===== src/rtl/perf_monitor_multi_if.sv =====
// Bus bundle for the performance monitor: event strobes, config write port,
// read port, interrupt and FSM state.
interface perf_monitor_multi_if #(
  parameter int NUM_EVT = 4,
  parameter int CNT_W   = 32,
  parameter int ADDR_W  = 4
);
  logic [NUM_EVT-1:0] evt_i;
  logic               cfg_we;
  logic [ADDR_W-1:0]  cfg_addr;
  logic [CNT_W-1:0]   cfg_wdata;
  logic               rd_en;
  logic [ADDR_W-1:0]  rd_addr;
  logic [CNT_W-1:0]   rd_data;
  logic               rd_valid;
  logic               ovf_irq;
  logic [1:0]         state_o;

  // Read handshake: rd_en is sampled on a clock edge and answered one cycle
  // later with rd_valid=1 and rd_data; there is no backpressure.
  // rd_valid drops when rd_en is low, while rd_data keeps its last value.
  modport master (
    output evt_i, cfg_we, cfg_addr, cfg_wdata, rd_en, rd_addr,
    input  rd_data, rd_valid, ovf_irq, state_o
  );

  modport slave (
    input  evt_i, cfg_we, cfg_addr, cfg_wdata, rd_en, rd_addr,
    output rd_data, rd_valid, ovf_irq, state_o
  );
endinterface


===== src/rtl/perf_monitor_multi.sv =====
// Performance monitor: free-running cycle counter plus NUM_EVT event counters
// with wrap/saturate, per-counter overflow flags, irq and freeze-on-overflow.
module perf_monitor_multi #(
  parameter int NUM_EVT = 4,
  parameter int CNT_W   = 32,
  parameter int ADDR_W  = 4
) (
  input  logic                 clk,
  input  logic                 rst,
  perf_monitor_multi_if.slave  bus
);

  // Index 0 is the cycle counter, index i+1 is event counter i; STATUS uses
  // the same bit order.
  localparam int NCNT = NUM_EVT + 1;

  typedef enum logic [1:0] {
    S_IDLE   = 2'd0,
    S_RUN    = 2'd1,
    S_FROZEN = 2'd2
  } state_t;

  state_t           r_state;
  logic [2:0]       r_ctrl;
  logic [NCNT-1:0]  r_status;
  logic [CNT_W-1:0] r_cnt [NCNT];
  logic [CNT_W-1:0] r_rd_data;
  logic             r_rd_valid;
  logic             r_irq;

  logic             w_run;
  logic             w_ctrl_wr;
  logic             w_status_wr;
  logic [2:0]       w_ctrl_nxt;
  logic [NCNT-1:0]  w_w1c_mask;
  logic [NCNT-1:0]  w_cnt_inc;
  logic [NCNT-1:0]  w_cnt_wr;
  logic [NCNT-1:0]  w_ovf;
  logic [NCNT-1:0]  w_status_nxt;
  logic [CNT_W-1:0] w_cnt_nxt [NCNT];
  logic [CNT_W-1:0] w_rd_mux;

  always_comb begin
    w_run       = (r_state == S_RUN);
    w_ctrl_wr   = bus.cfg_we && (bus.cfg_addr == ADDR_W'(0));
    w_status_wr = bus.cfg_we && (bus.cfg_addr == ADDR_W'(1));
    w_ctrl_nxt  = w_ctrl_wr ? bus.cfg_wdata[2:0] : r_ctrl;
    w_w1c_mask  = w_status_wr ? NCNT'(bus.cfg_wdata) : '0;
    w_cnt_inc   = w_run ? {bus.evt_i, 1'b1} : '0;
    w_cnt_wr    = '0;
    w_ovf       = '0;
    for (int k = 0; k < NCNT; k++) begin
      w_cnt_wr[k]  = bus.cfg_we && (bus.cfg_addr == ADDR_W'(k + 2));
      w_cnt_nxt[k] = r_cnt[k];
      // A config write to a counter swallows that cycle's increment.
      if (w_cnt_wr[k]) begin
        w_cnt_nxt[k] = bus.cfg_wdata;
      end else if (w_cnt_inc[k]) begin
        if (&r_cnt[k]) begin
          w_ovf[k]     = 1'b1;
          w_cnt_nxt[k] = r_ctrl[2] ? r_cnt[k] : '0;
        end else begin
          w_cnt_nxt[k] = r_cnt[k] + CNT_W'(1);
        end
      end
    end
    // New overflow beats a same-cycle write-1-to-clear.
    w_status_nxt = (r_status & ~w_w1c_mask) | w_ovf;
  end

  always_comb begin
    w_rd_mux = '0;
    if (bus.rd_addr == ADDR_W'(0)) begin
      w_rd_mux = CNT_W'(r_ctrl);
    end else if (bus.rd_addr == ADDR_W'(1)) begin
      w_rd_mux = CNT_W'(r_status);
    end else begin
      for (int k = 0; k < NCNT; k++) begin
        if (bus.rd_addr == ADDR_W'(k + 2)) begin
          w_rd_mux = r_cnt[k];
        end
      end
    end
  end

  always_ff @(posedge clk or posedge rst) begin
    if (rst) begin
      r_state  <= S_IDLE;
      r_ctrl   <= '0;
      r_status <= '0;
      r_irq    <= 1'b0;
    end else begin
      r_ctrl   <= w_ctrl_nxt;
      r_status <= w_status_nxt;
      r_irq    <= |r_status;
      case (r_state)
        S_IDLE: begin
          if (w_ctrl_wr && w_ctrl_nxt[0]) begin
            r_state <= S_RUN;
          end
        end
        S_RUN: begin
          // A CTRL write overrides any freeze request in the same cycle.
          if (w_ctrl_wr) begin
            r_state <= w_ctrl_nxt[0] ? S_RUN : S_IDLE;
          end else if ((|w_ovf) && r_ctrl[1]) begin
            r_state <= S_FROZEN;
          end
        end
        S_FROZEN: begin
          if (w_ctrl_wr && !w_ctrl_nxt[0]) begin
            r_state <= S_IDLE;
          end else if ((w_status_nxt == '0) && w_ctrl_nxt[0]) begin
            r_state <= S_RUN;
          end
        end
        default: r_state <= S_IDLE;
      endcase
    end
  end

  always_ff @(posedge clk or posedge rst) begin
    if (rst) begin
      for (int k = 0; k < NCNT; k++) begin
        r_cnt[k] <= '0;
      end
    end else begin
      for (int k = 0; k < NCNT; k++) begin
        r_cnt[k] <= w_cnt_nxt[k];
      end
    end
  end

  always_ff @(posedge clk or posedge rst) begin
    if (rst) begin
      r_rd_data  <= '0;
      r_rd_valid <= 1'b0;
    end else begin
      r_rd_valid <= bus.rd_en;
      if (bus.rd_en) begin
        r_rd_data <= w_rd_mux;
      end
    end
  end

  assign bus.rd_data  = r_rd_data;
  assign bus.rd_valid = r_rd_valid;
  assign bus.ovf_irq  = r_irq;
  assign bus.state_o  = r_state;

endmodule


===== src/flat_wrapper.sv =====
// flat-port wrapper written by rule: the top's interface ports become plain ports
module perf_monitor_multi_flat 
#(
  parameter int NUM_EVT = 4,
  parameter int CNT_W   = 32,
  parameter int ADDR_W  = 4
)
  (clk, rst, bus_evt_i, bus_cfg_we, bus_cfg_addr, bus_cfg_wdata, bus_rd_en, bus_rd_addr, bus_rd_data, bus_rd_valid, bus_ovf_irq, bus_state_o);
  perf_monitor_multi_if #(.NUM_EVT(NUM_EVT), .CNT_W(CNT_W), .ADDR_W(ADDR_W)) bus_i ();
  input  logic clk;
  input  logic rst;
  input wire logic [$bits(bus_i.evt_i)-1:0] bus_evt_i;
  input wire logic [$bits(bus_i.cfg_we)-1:0] bus_cfg_we;
  input wire logic [$bits(bus_i.cfg_addr)-1:0] bus_cfg_addr;
  input wire logic [$bits(bus_i.cfg_wdata)-1:0] bus_cfg_wdata;
  input wire logic [$bits(bus_i.rd_en)-1:0] bus_rd_en;
  input wire logic [$bits(bus_i.rd_addr)-1:0] bus_rd_addr;
  output wire logic [$bits(bus_i.rd_data)-1:0] bus_rd_data;
  output wire logic [$bits(bus_i.rd_valid)-1:0] bus_rd_valid;
  output wire logic [$bits(bus_i.ovf_irq)-1:0] bus_ovf_irq;
  output wire logic [$bits(bus_i.state_o)-1:0] bus_state_o;
  assign bus_i.evt_i = bus_evt_i;
  assign bus_i.cfg_we = bus_cfg_we;
  assign bus_i.cfg_addr = bus_cfg_addr;
  assign bus_i.cfg_wdata = bus_cfg_wdata;
  assign bus_i.rd_en = bus_rd_en;
  assign bus_i.rd_addr = bus_rd_addr;
  assign bus_rd_data = bus_i.rd_data;
  assign bus_rd_valid = bus_i.rd_valid;
  assign bus_ovf_irq = bus_i.ovf_irq;
  assign bus_state_o = bus_i.state_o;
  perf_monitor_multi #(.NUM_EVT(NUM_EVT), .CNT_W(CNT_W), .ADDR_W(ADDR_W)) u_core (.clk(clk), .rst(rst), .bus(bus_i));
endmodule

===== config.mk =====
export PLATFORM = sky130hd
export DESIGN_NAME = perf_monitor_multi_flat
export DESIGN_NICKNAME = d
export VERILOG_FILES = /design/src/rtl/perf_monitor_multi_if.sv /design/src/rtl/perf_monitor_multi.sv /design/src/flat_wrapper.sv
export SDC_FILE = /design/constraint.sdc
export NUM_CORES = 1
export LEC_CHECK = 0
export BUFFER_PORTS_ARGS = -buffer_cell sky130_fd_sc_hd__buf_2
export CORE_ASPECT_RATIO = 0.9
export CORE_UTILIZATION = 40
export CTS_CLUSTER_SIZE = 28
export DETAILED_ROUTE_END_ITERATION = 6
export PLACE_DENSITY = 0.61
export SYNTH_ARGS = -nofsm -noshare
export SYNTH_HDL_FRONTEND = slang
export SYNTH_SLANG_ARGS = --single-unit

===== constraint.sdc =====
create_clock -name clk -period 10.2 [get_ports clk]
set_clock_uncertainty 0.15 [all_clocks]
set_input_delay 1.02 -clock clk [delete_from_list [all_inputs] [get_ports clk]]
set_output_delay 1.02 -clock clk [all_outputs]
set_load 0.02 [all_outputs]

==> flow_summary_export.csv <==
group,metric,value,unit
run_status,run_status,"complete, but fails checks",
run_status,violations,"DRC",
power_and_ir_drop,p_per_area,203,nW/um2
route,firstDrtPassIters,7,
route,vias_per_cell,6.58,
synth,synth_common_cells,"nand2_1, dfrtp_1, o21ai_0, nor2_1, nand3_1",
floorplanning,rows,60,
route,ant_nets,0,
synth,synth-xor-area-share,3.19,%
final_layout,area_delta_synth_final,12.2,%
clock_tree,htree_levels,1,
sta,finalSetupViolations,0,
final_layout,nFillCells,2987,
grt,grt-ovfl-total,0,
final_layout,nets,1547,
clock_tree,ctsHoldBuffers,0,
synth,synth-edff-count,0,
power_and_ir_drop,peakVddDrop,0.113,mV
placed_design,dp_hpwl,33100,um
worst_setup_path,slowest_stage,"o31ai_1",
grt,antenna_found_initial,0,
sta,worst_pin_slew,1.12,ns
synth,synth_top_family_by_area,"simple AND/OR/NAND/NOR gates",
floorplanning,core_area,30200,um2
worst_setup_path,slowest_delay,0.91,ns
clock_tree,ctsLongestPathBuffers,3,
route,drt_iter0_markers,1866,
worst_setup_path,cp.required,10.42,ns
sta,finalCritPeriodShare,35.9,%
synth,yosys.area_share.adder,0.506,%
worst_setup_path,crit_path_end_kind,"flip-flop",
clock_tree,cts_setup_buffers,0,
run,drv_cap,0,
sta,rsz0062_at_grt,"false",
worst_setup_path,worstSetupStartpointType,"flip-flop",
final_layout,drive_gt1_share,11.8,%
worst_setup_path,path_delay_family,"simple AND/OR/NAND/NOR gates",
worst_setup_path,cp.arrival,3.88,ns
worst_setup_path,crit_buf_inv,0,
synth,synth-compound-area-share,24.3,%
grt,grt_max_degree,129,
synth,syn-num-nets,1510,
floorplanning,ioPinCount,84,
final_layout,diodes,0,
route,vias,12587,
power_and_ir_drop,leakage,5.22,nW
synth,synth-seq-cells,204,
clock_tree,cts_resized,0,
synth,synth_area_per_cell,8.49,um2
synth,ys_seq_area_share,41.3,%
sta,layout_setup_ws,6.54,ns
placed_design,post-place-ws,6.53,ns
worst_setup_path,cp_cell_sequence,"ha_1, nand3_1, nor4_2, nand3_1, o31ai_1, o21ai_0",
clock_tree,cts.sinks,204,
clock_tree,cts_tree,"built",
synth,yosys.area.top_type_share,41.3,%
sta,hold_viol,0,
floorplanning,die_area,31600,um2
sta,drv_slew,0,
synth,synth.distinct_cells,76,
clock_tree,clk_latency,0.53,ns
grt,grt_pass1_vias,11587,
floorplanning,start_util,41.0,%
synth,synth_area_leaders,"dfrtp_1, nand2_1, o21ai_0",
sta,max_slew_margin,24.8,%
sta,max_freq,273,MHz
worst_setup_path,crit_type,"reg -> reg",
clock_tree,root_buffer,"clkbuf_16",
clock_tree,clkSlewWorstSetupHoldPaths,0.06,ns
clock_tree,cts_buffers,24,
worst_hold_path,min_path_type,"reg -> reg",
floorplanning,dieHeight,169,um
synth,syn_inst,1457,
grt,grt_pass1_wl,71500,um
placed_design,place_congestion,0.891,
synth,synthMuxAreaShare,0.516,%
worst_setup_path,cpMostUsedCell,"nand3_1",
synth,async_reset_ff_share,100,%
route,drc_errors,24,
synth,yosys.area_share.simple,26.4,%
route,post_drt_wl_per_cell,24.0,um
sta,tns,0,ns
grt,track_usage,29.1,%
synth,synth_largest_area_cell,"dfrtp_1",
sta,finalCriticalPeriod,3.66,ns
floorplanning,die_x,187,um
route,wl,46000,um
synth,ys_warn_count,0,
placed_design,portBuffers,83,
synth,synth_ff_type,"dfrtp_1",
worst_setup_path,critical_path.max_fanout,7,
synth,yosysMostFrequentCell,"nand2_1",
synth,syn-cell-area,12400,um2
==> stage by stage <==
step           area, um2  total power, mW  instances  utilization (%)  hold slack (ns)
4_1_cts            13900             2.80       1914             46.0            0.380
3_5_place_dp       13100             1.93       1871             43.4            0.362
5_1_grt            13900             2.96       1914             46.0            0.395
2_1_floorplan      12400             1.66       1457                -            0.297
6_report           13900             2.82       1914             46.0            0.381
3_3_place_gp       13100             1.92       1871             43.4            0.368
==> layout make-up <==
cell class	count	area (um2)	area share (%)
inverters	18	75.1	0.541
clock buffers	37	731	5.27
flip-flops and latches	204	5100	36.8
multi-input cells	1146	6860	49.5
repair buffers	100	543	3.91
clock inverters	6	55.1	0.397
well taps	403	504	3.63
==> power breakdown <==
group          switching (mW)  internal, mW
clock                   0.357         0.515
combinational           0.394         0.240
sequential              0.313         0.999
==> layer usage <==
metal	track usage [%]	vias up	share of wire, %
met4	11.7	0	4.1
met2	42.3	719	42
met3	5.62	111	9.5
met1	42.4	6122	44
li1	-	5635	-
met5	0	-	0
==> cell families after synthesis <==
family                   Yosys count
AO/OA/AOI/OAI                    424
XOR/XNOR                          45
adder cells (fa/ha/maj)            5
buffers and inverters            107
flip-flops                       204
multiplexers                       6
AND/OR/NAND/NOR                  666
==> final timing paths <==
path | from | endpoint | slack [ns] | cells past startpoint
setup / recovery | u_core.r_cnt[32] | u_core.r_cnt[59] | 6.54 | 6
hold / removal | u_core.bus.rd_data[2] | u_core.bus.rd_data[2] | 0.38 | 2
setup reg to reg | u_core.r_cnt[32] | u_core.r_cnt[59] | 6.54 | 6
hold reg to reg | u_core.bus.rd_data[2] | u_core.bus.rd_data[2] | 0.38 | 2
max in group asynchronous | rst | u_core.r_cnt[23] | 7.71 | 3
min in group asynchronous | rst | u_core.r_cnt[147] | 0.53 | 2
==> worst reg2reg max path, cell delays in order (launching register included) <==
cell,delay (ns)
dfrtp_1,0.46
ha_1,0.26
nand3_1,0.20
nor4_2,0.82
nand3_1,0.49
o31ai_1,0.91
o21ai_0,0.21
==> registers in the layout, indices dropped and copies added (netlist names) <==
signal and count:
u_core.bus.ovf_irq 1, u_core.bus.rd_valid 1, u_core.r_status 5, u_core.r_cnt 160, u_core.bus.state_o 2, u_core.bus.rd_data 32, u_core.r_ctrl 3
==> cell usage in the layout, fill, tap and decap left out, types with 25 or more instances in the layout <==
cell type / count
o21ai_0: 123
a21oi_1: 25
nand4_1: 49
nor2_1: 110
nor3_1: 38
a31oi_1: 43
dfrtp_1: 204
nand2_1: 239
a22oi_1: 43
a222oi_1: 33
o211ai_1: 32
o311ai_0: 37
buf_2: 83
nand3_1: 81
clkbuf_16: 25
and3_1: 45
Power figures use the tool's default switching activity.
